### src/rtl/npc_pkg.sv
// ---------------------------------------------------------------------------
// npc_pkg
// Shared constants for the write-back path: datapath and register-address
// widths, register count, and the RV32 load funct3 encodings used by the
// load formatter.
// ---------------------------------------------------------------------------
package npc_pkg;

    localparam int XLEN    = 32;
    localparam int REG_AW  = 5;
    localparam int NR_REGS = 32;

    localparam logic [2:0] F3_LB  = 3'b000;
    localparam logic [2:0] F3_LH  = 3'b001;
    localparam logic [2:0] F3_LW  = 3'b010;
    localparam logic [2:0] F3_LBU = 3'b100;
    localparam logic [2:0] F3_LHU = 3'b101;

endpackage

### src/rtl/npc_wbu_ldfmt.sv
// ---------------------------------------------------------------------------
// npc_wbu_ldfmt
// Combinational load formatter. Extracts the addressed byte/halfword from an
// aligned memory word and sign- or zero-extends it to XLEN.
// Ports:
//   word  in  XLEN  raw aligned memory word
//   off   in  2     byte offset (addr[1:0]); halfword uses off[1] only
//   f3    in  3     load funct3 (LB/LH/LW/LBU/LHU); others pass word through
//   data  out XLEN  formatted register value
// ---------------------------------------------------------------------------
module npc_wbu_ldfmt
    import npc_pkg::*;
(
    input  logic [XLEN-1:0] word,
    input  logic [1:0]      off,
    input  logic [2:0]      f3,
    output logic [XLEN-1:0] data
);

    logic [7:0]  byte_s;
    logic [15:0] half_s;

    // Select the addressed byte lane.
    always_comb begin
        byte_s = 8'h00;
        case (off)
            2'd0:    byte_s = word[7:0];
            2'd1:    byte_s = word[15:8];
            2'd2:    byte_s = word[23:16];
            2'd3:    byte_s = word[31:24];
            default: byte_s = 8'h00;
        endcase
    end

    // Select the addressed halfword; the low offset bit is a don't-care.
    always_comb begin
        half_s = 16'h0000;
        if (off[1]) begin
            half_s = word[31:16];
        end else begin
            half_s = word[15:0];
        end
    end

    // Extend the selected field according to the load type.
    always_comb begin
        data = word;
        case (f3)
            F3_LB:   data = {{24{byte_s[7]}}, byte_s};
            F3_LBU:  data = {24'h000000, byte_s};
            F3_LH:   data = {{16{half_s[15]}}, half_s};
            F3_LHU:  data = {16'h0000, half_s};
            F3_LW:   data = word;
            default: data = word;
        endcase
    end

endmodule

### src/rtl/npc_wbu.sv
// ---------------------------------------------------------------------------
// npc_wbu
// Write-back unit feeding the 32-entry register file. Arbitrates EXU and LSU
// results (one per cycle, round-robin under contention), formats load data,
// registers a single RF write per cycle and maintains the pending-write
// scoreboard used by decode for hazard stalls.
// Ports:
//   clk, rst                   clock, synchronous active-high reset
//   iss_valid, iss_rd          decode issued an instr writing iss_rd
//   busy                       busy[r]=1 while a write to r is pending
//   exu_valid/ready/rd/data    ALU result channel
//   lsu_valid/ready/rd/rdata   load result channel (raw aligned word)
//   lsu_off, lsu_funct3        byte offset and load type for formatting
//   rf_wen, rf_waddr, rf_wdata registered RF write port
//   commit                     one-cycle pulse per retired result (incl. x0)
// ---------------------------------------------------------------------------
module npc_wbu
    import npc_pkg::*;
(
    input  logic               clk,
    input  logic               rst,
    input  logic               iss_valid,
    input  logic [REG_AW-1:0]  iss_rd,
    output logic [NR_REGS-1:0] busy,
    input  logic               exu_valid,
    output logic               exu_ready,
    input  logic [REG_AW-1:0]  exu_rd,
    input  logic [XLEN-1:0]    exu_data,
    input  logic               lsu_valid,
    output logic               lsu_ready,
    input  logic [REG_AW-1:0]  lsu_rd,
    input  logic [XLEN-1:0]    lsu_rdata,
    input  logic [1:0]         lsu_off,
    input  logic [2:0]         lsu_funct3,
    output logic               rf_wen,
    output logic [REG_AW-1:0]  rf_waddr,
    output logic [XLEN-1:0]    rf_wdata,
    output logic               commit
);

    logic               rr_ptr_r;      // 0: EXU wins next tie, 1: LSU wins
    logic               exu_gnt_s;
    logic               lsu_gnt_s;
    logic               accept_s;
    logic [REG_AW-1:0]  win_rd_s;
    logic [XLEN-1:0]    win_data_s;
    logic [XLEN-1:0]    ld_data_s;
    logic [NR_REGS-1:0] busy_r;
    logic [NR_REGS-1:0] busy_nxt_s;

    npc_wbu_ldfmt u_ldfmt (
        .word (lsu_rdata),
        .off  (lsu_off),
        .f3   (lsu_funct3),
        .data (ld_data_s)
    );

    // Grant at most one source per cycle; ties resolved by rr_ptr_r.
    always_comb begin
        exu_gnt_s = 1'b0;
        lsu_gnt_s = 1'b0;
        if (rst) begin
            exu_gnt_s = 1'b0;
            lsu_gnt_s = 1'b0;
        end else if (exu_valid && lsu_valid) begin
            exu_gnt_s = ~rr_ptr_r;
            lsu_gnt_s = rr_ptr_r;
        end else begin
            exu_gnt_s = exu_valid;
            lsu_gnt_s = lsu_valid;
        end
    end

    assign exu_ready = exu_gnt_s;
    assign lsu_ready = lsu_gnt_s;
    assign accept_s  = exu_gnt_s | lsu_gnt_s;

    // Route the granted payload toward the output register.
    always_comb begin
        win_rd_s   = 5'd0;
        win_data_s = 32'h0000_0000;
        if (lsu_gnt_s) begin
            win_rd_s   = lsu_rd;
            win_data_s = ld_data_s;
        end else begin
            win_rd_s   = exu_rd;
            win_data_s = exu_data;
        end
    end

    // Scoreboard next state: clear on the RF write edge, set on issue.
    always_comb begin
        busy_nxt_s = busy_r;
        if (rf_wen) begin
            busy_nxt_s[rf_waddr] = 1'b0;
        end else begin
            busy_nxt_s = busy_r;
        end
        if (iss_valid && (iss_rd != 5'd0)) begin
            busy_nxt_s[iss_rd] = 1'b1;
        end else begin
            busy_nxt_s[0] = 1'b0;
        end
        busy_nxt_s[0] = 1'b0;
    end

    // Output register, round-robin pointer and scoreboard state.
    always_ff @(posedge clk) begin
        if (rst) begin
            rf_wen   <= 1'b0;
            rf_waddr <= 5'd0;
            rf_wdata <= 32'h0000_0000;
            commit   <= 1'b0;
            rr_ptr_r <= 1'b0;
            busy_r   <= 32'h0000_0000;
        end else begin
            // x0 results retire (commit) but never write the RF.
            rf_wen <= accept_s && (win_rd_s != 5'd0);
            commit <= accept_s;
            if (accept_s) begin
                rf_waddr <= win_rd_s;
                rf_wdata <= win_data_s;
            end else begin
                rf_waddr <= rf_waddr;
                rf_wdata <= rf_wdata;
            end
            // After a contended grant the loser gets priority next time.
            if (exu_valid && lsu_valid) begin
                rr_ptr_r <= ~rr_ptr_r;
            end else begin
                rr_ptr_r <= rr_ptr_r;
            end
            busy_r <= busy_nxt_s;
        end
    end

    assign busy = busy_r;

endmodule

### config.mk
export PLATFORM = sky130hd
export DESIGN_NAME = npc_wbu
export DESIGN_NICKNAME = d
export VERILOG_FILES = /design/src/rtl/npc_pkg.sv /design/src/rtl/npc_wbu_ldfmt.sv /design/src/rtl/npc_wbu.sv
export SDC_FILE = /design/constraint.sdc
export NUM_CORES = 1
export LEC_CHECK = 0
export ABC_AREA = 1
export BUFFER_PORTS_ARGS = -buffer_cell sky130_fd_sc_hd__buf_2
export CAP_MARGIN = 20
export CELL_PAD_IN_SITES_DETAIL_PLACEMENT = 0
export CELL_PAD_IN_SITES_GLOBAL_PLACEMENT = 1
export CORE_MARGIN = 2
export CORE_UTILIZATION = 36
export CTS_CLUSTER_SIZE = 30
export DETAILED_ROUTE_END_ITERATION = 6
export PLACE_DENSITY_LB_ADDON = 0.12
export SYNTH_ARGS = -nofsm -noshare
export SYNTH_HDL_FRONTEND = slang
export SYNTH_HIERARCHICAL = 1
export SYNTH_SLANG_ARGS = --single-unit
### constraint.sdc
create_clock -name clk -period 2.4 [get_ports clk]
set_clock_uncertainty 0.2 [all_clocks]
set_input_delay 0 -clock clk [delete_from_list [all_inputs] [get_ports clk]]
set_output_delay 0 -clock clk [all_outputs]
set_load 0.05 [all_outputs]
Word level (Yosys, flattened, before mapping)
Index checks and enable logic that the tools add are counted.
- register bits after elaboration: 72
- eq/ne operators: 6
- $lt $le $gt $ge: 4
- mux-type cells: 15
- bitwise logic cells: 5
- reduce and logical (&&, ||, !) cells: 9
- operator list (operator ; count):
    $pmux 32 s4 ; 1
    $mux 32 ; 2
    $and 32x32->32 ; 1
    $not 32->32 ; 1
    $or 32x32->32 ; 1
    $pmux 8 s4 ; 1
    $mux 31 ; 1
    $mux 16 ; 1
    $lt 5x6->1 const B ; 2
    $demux 1 s5 ; 2
    $ge 5x1->1 const B ; 2
    $reduce_bool 5->1 ; 2
    $eq 3x3->1 const B ; 2
    $mux 1 ; 6
    $logic_and 1x1->1 ; 5
    $mux 5 ; 1
    $eq 2x2->1 const B ; 2
    $eq 3x1->1 const B ; 1
    $logic_not 3->1 ; 1
    $eq 2x1->1 const B ; 1
    $logic_not 2->1 ; 1
    $not 1->1 ; 1
    $or 1x1->1 ; 1

Depth between registers and ports, before layout
Gate-level depths: netlist of run 1.
- word-level depth: 9
- depth in mapped cells: 13

By module
The synthesis of run 1 kept the hierarchy.
- modules (own cells, without submodules) (module ; area each (µm²) ; times used ; cells an instance ; sequential area each (µm²)):
    npc_wbu ; 3345.7 ; 1 ; 504 ; 1421.4
    npc_wbu_ldfmt ; 923.4 ; 1 ; 170 ; 0.0

Least setup slack after synthesis of run 1
OpenSTA, ideal clock, no wires.
- kind: register -> register
- from: register rf_wen
- to: register busy_r[23], in the netlist busy[23]
- data required time: 2.068 ns
- setup time: 0.132 ns
- path slack: 0.883 ns
- buffers on the path: 0
- clock period less this slack: 1.517 ns
- arrival time: 1.184 ns
- stages on the path, launching flop included: 4
- cells stage by stage: dfxtp_1 -> nand3_1 -> o21ai_0 -> a21oi_1
- longest elaborated chain between the ends: 3
- RTL lines (item ; RTL line ; RTL):
    start: declaration ; npc_wbu.sv:35 ; output logic rf_wen,
    start signal: assignment ; npc_wbu.sv:118 ; rf_wen <= accept_s && (win_rd_s != 5'd0);
    $mux 32 (*) ; npc_wbu.sv:94 ; if (rf_wen) begin
    $or 32x32->32 (no source line) ; - ;
    $mux 31 (*) ; npc_wbu.sv:99 ; if (iss_valid && (iss_rd != 5'd0)) begin
    end signal: assignment ; npc_wbu.sv:133 ; busy_r <= busy_nxt_s;
    end: declaration ; npc_wbu.sv:48 ; logic [NR_REGS-1:0] busy_r;
Every way passes the cells marked *; elsewhere a longest branch is shown, timed or not.
A chain may end at the register's enable or synchronous reset.

Worst setup path after layout of run 1
- from: input port exu_valid
- to: register rf_wdata[21]
- longest elaborated chain between the ends: 4
- RTL lines (item ; RTL line ; RTL):
    start: declaration ; npc_wbu.sv:25 ; input logic exu_valid,
    $logic_and 1x1->1 ; npc_wbu.sv:65 ; end else if (exu_valid && lsu_valid) begin
    $mux 1 ; npc_wbu.sv:65 ;
    $mux 1 ; npc_wbu.sv:62 ; if (rst) begin
    $mux 32 / $or 1x1->1 (equally long branches) ; npc_wbu.sv:82, npc_wbu.sv:76 ;
    end signal: assignment ; npc_wbu.sv:122 ; rf_wdata <= win_data_s;
    end signal: assignment ; npc_wbu.sv:125 ; rf_wdata <= rf_wdata;
    end: declaration ; npc_wbu.sv:37 ; output logic [XLEN-1:0] rf_wdata,
Several ways; a longest one is shown, not always the timed one.

==> reports/qor.yml, run 1 <==
status: "finished, violations left"
violations: "DRC"
cp-end-kind: "flip-flop"
clock-sinks: 71
slowest_stage: "dlygate4sd3_1"
r2r-end: "rf_wdata[8]"
ys_warn_count: 6
drc_errors: 11
cts_tree: "built"
ys_top_cells_by_area: "dfxtp_1 33%, nand2_1 17%, nand3_1 8.7%, nor2_1 7.6%, inv_1 5.9%"
min_path_type: "in -> reg"
cp_max_fo: 39
synth-xor-area-share_pct: 0
period_minus_slack_ns: 2.254
fin_util_pct: 53.87
finalSetupViolCount: 0
synthSimpleGateAreaFrac_pct: 41.21
vias_per_cell: 4.857
area_delta_synth_final_pct: 45.31
clk_latency_ns: 0.33
whs_endpoint: "rf_wen"
whs_path_depth: 4
finalWorstSetupSlack_ns: 0.1463
maxCapViolations: 0
synth-compound-area-share_pct: 12.60
switching_power_mw: 1.216
grt-ovfl-total: 0
routed_wl_um: 14860
port-buffer-count: 160
synth_top_area_cell: "dfxtp_1"
pre_cts_ws_ns: 0.6016
synth-async-reset-ratio_pct: 0
antenna_found_initial: 0
synth_top_area_share_pct: 33.29
place_congestion: 0.8390
reg2regPathDepth: 9
pwr-share-seq_pct: 34.5
p_sw_share_pct: 32.63
clockBufferDepth: 2
synth_fa_ha_area_share_pct: 0
grt_max_degree: 51
core-area_um2: 11520
hold_viol: 0
cp_slowest_stage_delay_ns: 0.57
synthCells: 674
required_ns: 2.43
synthMuxAreaShare_pct: 0
drive_gt1_share_pct: 23.20
hpwl_um: 10550
cts.htree.levels: 3
hp-start: "rst"
cp_num_buf_inv: 7
ios: 162
grt_pass1_wl_um: 23690
vias: 5090
first_global_vias: 4813
maxSlewViolCount: 0
powerDensity_nw_per_um2: 600.9
dr.pass1.iters: 7
period_share_pct: 93.90
synth_edf_count: 0
antenna_left: 0
synthTopCellsByCount: "194 x nand2_1, 87 x nor2_1, 74 x nand3_1, 71 x dfxtp_1, 67 x inv_1"
cp_top_family: "buffers and inverters"
rows: 39
r2r-start: "rr_ptr_r"
synth_nets: 763
rsz0062_at_grt: "no"
ys_seq_elements: 71
die_x_um: 112.9
clockRootBuffer: "clkbuf_16"
syn-cell-area_um2: 4269
cts_buffers: 9
ys.flop_type: "dfxtp_1"
initial_core_util_pct: 37.07
fp.dieH_um: 112.9
dieArea_um2: 12750
track_usage_pct: 22.91
cts.clk_slew.worst_paths_ns: 0.06
ys_types: 34
yosysMostFrequentCell: "nand2_1"
arrival_ns: 2.28
setup_tns_ns: 0
combPwrFrac_pct: 27.0
irDropWorstVdd_mv: 0.4001
crit_type: "in -> reg"
num-nets-final: 989
synth_top_family_by_area: "simple AND/OR/NAND/NOR gates"
syn_area_per_cell_um2: 6.334
ys_seq_area_share_pct: 33.29
ff2ff_setup_slack_ns: 0.24
drt_iter0_markers: 417
pwr-share-clk_pct: 38.5
p_leak_nw: 3.262
relSlewSlack_pct: 59.62
fmax_ghz: 0.4437
internal_power_mw: 2.511
path_cells: "dlygate4sd3_1, buf_2, inv_1, nor2_2, nor2_4, inv_4, buf_12, nand3_1, dlygate4sd3_1, nand2_1, inv_1"
antenna_cells: 0
tightest_slew_ns: 0.6024
setup.worst_path.start_class: "primary input"
nFillCells: 1179
wl_per_cell_um: 14.18
==> power groups by stage <==
stage / sequential [mW] / clock (mW) / combinational, mW
after floorplan: 1.53 / 0 / 0.419
after global placement: 1.31 / 0 / 0.869
after detailed placement: 1.31 / 0 / 0.874
after CTS: 1.29 / 1.45 / 0.998
after global routing: 1.30 / 1.51 / 1.10
final: 1.29 / 1.43 / 1.01
==> logic make-up (layout without fill, tap and decap cells) <==
kind of cell / count (synthesis) / in the layout
buf+inv: 107 / 338
compound gates: 104 / 104
other cells: 1 / 1
flops: 71 / 71
simple gates: 391 / 391
==> routing by layer <==
metal	vias to the layer above	part of all wire (%)	global-route usage [%]
met2	183	46	37.95
met3	14	7.9	5.196
met5	-	0	0
li1	2591	-	-
met4	0	0.78	4.146
met1	2302	46	31.03
==> worst min-delay path: cells and delay by family <==
kind          cells  cell delay (ns)
buf+inv           1             0.15
simple gates      3             0.35
==> cell usage in the layout, fill, tap and decap left out, types with 3 or more instances in the layout <==
| cell type | n |
|---|---|
| dlygate4sd3_1 | 85 |
| nand2_4 | 3 |
| nor2_1 | 87 |
| nand3_2 | 8 |
| o22ai_1 | 8 |
| nor3_1 | 9 |
| nand2_1 | 194 |
| buf_4 | 4 |
| dfxtp_1 | 71 |
| nor3_2 | 3 |
| buf_2 | 160 |
| clkbuf_16 | 9 |
| o21ai_0 | 47 |
| inv_1 | 67 |
| a21oi_1 | 44 |
| nand3_1 | 74 |
==> state kept, by name (all words and copies together), names as in the netlist <==
register  flops
busy         31
commit        1
rf_waddr      5
rf_wdata     32
rf_wen        1
rr_ptr_r      1
==> cell type report <==
| type | count | area (µm²) | share of cell area, % |
|---|---|---|---|
| clock inverter | 7 | 95.09 | 1.533 |
| sequential | 71 | 1421 | 22.91 |
| inverter | 72 | 280.3 | 4.518 |
| multi-input combinational | 496 | 2301 | 37.09 |
| timing repair buffer | 250 | 1702 | 27.43 |
| tap | 143 | 178.9 | 2.884 |
| clock buffer | 9 | 225.2 | 3.630 |
==> worst max path at each step <==
stage | from | end | cells past startpoint
global route | exu_valid | rf_wdata[21] | 11
detailed placement | lsu_off[1] | rf_wdata[13] | 12
finish | exu_valid | rf_wdata[21] | 11
floorplan | rf_wen | busy[23] | 3
CTS | iss_rd[1] | busy[9] | 7
global placement | lsu_off[1] | rf_wdata[13] | 12
==> through the flow <==
step	instances	power [mW]	hold WS, ns	cell area, µm²
after global placement	947	2.181	0.09801	5030
after global routing	1048	3.903	0.05811	6203
after detailed placement	947	2.187	0.09944	5030
final	1048	3.727	0.01598	6203
after CTS	1048	3.740	0.01061	6201
after floorplan	674	1.953	-0.00003447	4269
==> what timing repair did <==
item                       CTS  global route
setup buffers                0             0
hold buffers                85             2
gates resized for setup      0             2
setup endpoints to repair    0            11
hold endpoints to repair    70            13
Note: power is estimated with default switching activity, not from simulation.
==> run 2: changes to the inputs <==
Settings changed: HOLD_SLACK_MARGIN from default to 0.08.
==> run 2 against run 1 <==
The flow still finishes with violations (DRC). Die area unchanged. Via count is 0.28% higher. Power up 0.39%. Sequential power hardly changed. Critical endpoint unchanged. Sequential share of layout area fell by 0.23 points. Cell count up 0.57%. Register-to-register slack worse by 0.04 ns. Setup slack gained 0.042 ns. First-iteration DRC count is 0.96% lower. Highest routed layer unchanged. Maximum frequency increased by 1.9%. Clock power about the same.
==> reports/qor.yml, run 2 (synthesis results as in run 1) <==
vias: 5104
period_share_pct: 92.16
final_cell_mix: "194 x nand2_1, 160 x buf_2, 91 x dlygate4sd3_1, 87 x nor2_1, 74 x nand3_1"
grt_pass1_wl_um: 23820
drive_gt1_share_pct: 23.05
post-cts-setup-buffers: 0
fin_cells: 1054
top_layer: "met4"
cp-end-kind: "flip-flop"
relSlewSlack_pct: 56.89
top_register: "rf_wdata"
routed_wl_um: 14970
cts_buffers: 9
clock-sinks: 71
dr.pass1.iters: 7
crit_type: "in -> reg"
reg2regPathDepth: 9
wl_met3_um: 1126
port-buffer-count: 160
powerDensity_nw_per_um2: 597.2
cp_num_buf_inv: 6
wl_met1_um: 6840
cp_slowest_stage_delay_ns: 0.57
ios: 162
fmax_ghz: 0.4521
antenna_found_initial: 0
grt-ovfl-total: 0
arrival_ns: 2.24
clk_latency_ns: 0.33
vias_per_cell: 4.843
clockRootBuffer: "clkbuf_16"
hp-start: "iss_valid"
status: "finished, violations left"
p_leak_nw: 3.280
cts.clk_slew.worst_paths_ns: 0.06
maxCapViolations: 0
slowest_stage: "dlygate4sd3_1"
r2r-end: "rf_wdata[6]"
whs_endpoint: "busy[17]"
cp_top_family: "buffers and inverters"
irDropWorstVdd_mv: 0.4029
grt_max_degree: 51
route.met2.wl_um: 6876
holdWs_ns: 0.03985
wl_per_cell_um: 14.20
track_usage_pct: 23.04
crit_top_cell: "dlygate4sd3_1"
r2r-start: "rr_ptr_r"
rows: 39
cts_tree: "built"
num-nets-final: 995
tightest_slew_ns: 0.6432
place_congestion: 0.8390
post_dp_cell_area_um2: 5030
cts.htree.levels: 3
finalSetupViolCount: 0
dp_cells: 947
largest_reg_flops: 32
antenna_cells: 0
die_x_um: 112.9
antenna_left: 0
period_minus_slack_ns: 2.212
drc_errors: 11
fp.dieH_um: 112.9
setup_tns_ns: 0
ff2ff_setup_slack_ns: 0.20
min_path_type: "in -> reg"
path_cells: "dlygate4sd3_1, buf_2, nor2_2, nor2_4, inv_6, buf_12, nand3_1, dlygate4sd3_1, nand2_1, inv_1"
cp_max_fo: 39
setup.worst_path.start_class: "primary input"
layout_commonest_cell: "nand2_1"
rsz0062_at_grt: "no"
first_global_vias: 4892
required_ns: 2.43
core-area_um2: 11520
clockBufferDepth: 2
violations: "DRC"
area_delta_synth_final_pct: 46.78
drt_iter0_markers: 413
hold_viol: 0
final_area_um2: 6266
hpwl_um: 10550
initial_core_util_pct: 37.07
whs_path_depth: 5
maxSlewViolCount: 0
dieArea_um2: 12750
run 2: area by class of cell:
| type | instances | area [µm²] |
|---|---|---|
| fill | 1173 | 5250 |
| sequential | 71 | 1421 |
| inverter | 72 | 282.8 |
| timing repair buffer | 256 | 1762 |
| clock buffer | 9 | 225.2 |
| multi-input combinational | 496 | 2301 |
| clock inverter | 7 | 95.09 |
| tap | 143 | 178.9 |
run 2: power by group:
group	leakage (nW)	total [mW]	internal, mW	switching, mW
logic	2.54	1.02	0.364	0.655
registers	0.583	1.29	1.25	0.0417
clock network	0.156	1.43	0.911	0.523
total	3.28	3.74	2.52	1.22
run 2: metal layers:
| layer | vias to the layer above | GRT usage (%) |
|---|---|---|
| met5 | - | 0 |
| met4 | 0 | 4.146 |
| met3 | 15 | 5.196 |
| met2 | 187 | 38.35 |
| met1 | 2301 | 31.07 |
| li1 | 2601 | - |
run 2: worst register-to-register path, cell delays in order, from the launching register on:
cell	delay (ns)
dfxtp_1	0.31
inv_1	0.09
nand3_2	0.14
nand2_4	0.25
buf_4	0.29
nand2_1	0.08
nand3_1	0.09
dlygate4sd3_1	0.59
nand2_1	0.06
inv_1	0.05
run 2: worst max-delay path by stage:
stage / from / endpoint / slack [ns] / depth (start not counted)
CTS: iss_rd[1] / busy[9] / 0.03 / 7
global route: rr_ptr_r / rf_wdata[6] / 0.06 / 9
finish: rst / rf_wdata[21] / 0.19 / 10
global placement: lsu_off[1] / rf_wdata[13] / 0.64 / 12
floorplan: rf_wen / busy[23] / 0.88 / 3
detailed placement: lsu_off[1] / rf_wdata[13] / 0.60 / 12
run 2: timing repair:
item | in CTS | in global routing
gates resized for setup | 0 | 3
hold buffers | 92 | 2
endpoints found under the setup margin | 0 | 28
endpoints found under the hold margin | 70 | 14
run 2: stage by stage:
step / power, mW / util, % / setup slack [ns]
global placement: 2.181 / 43.68 / 0.6396
floorplan: 1.953 / - / 0.8834
finish: 3.742 / 54.41 / 0.1881
detailed placement: 2.187 / 43.68 / 0.6016
global route: 3.917 / 54.41 / 0.06143
CTS: 3.753 / 54.45 / 0.02901
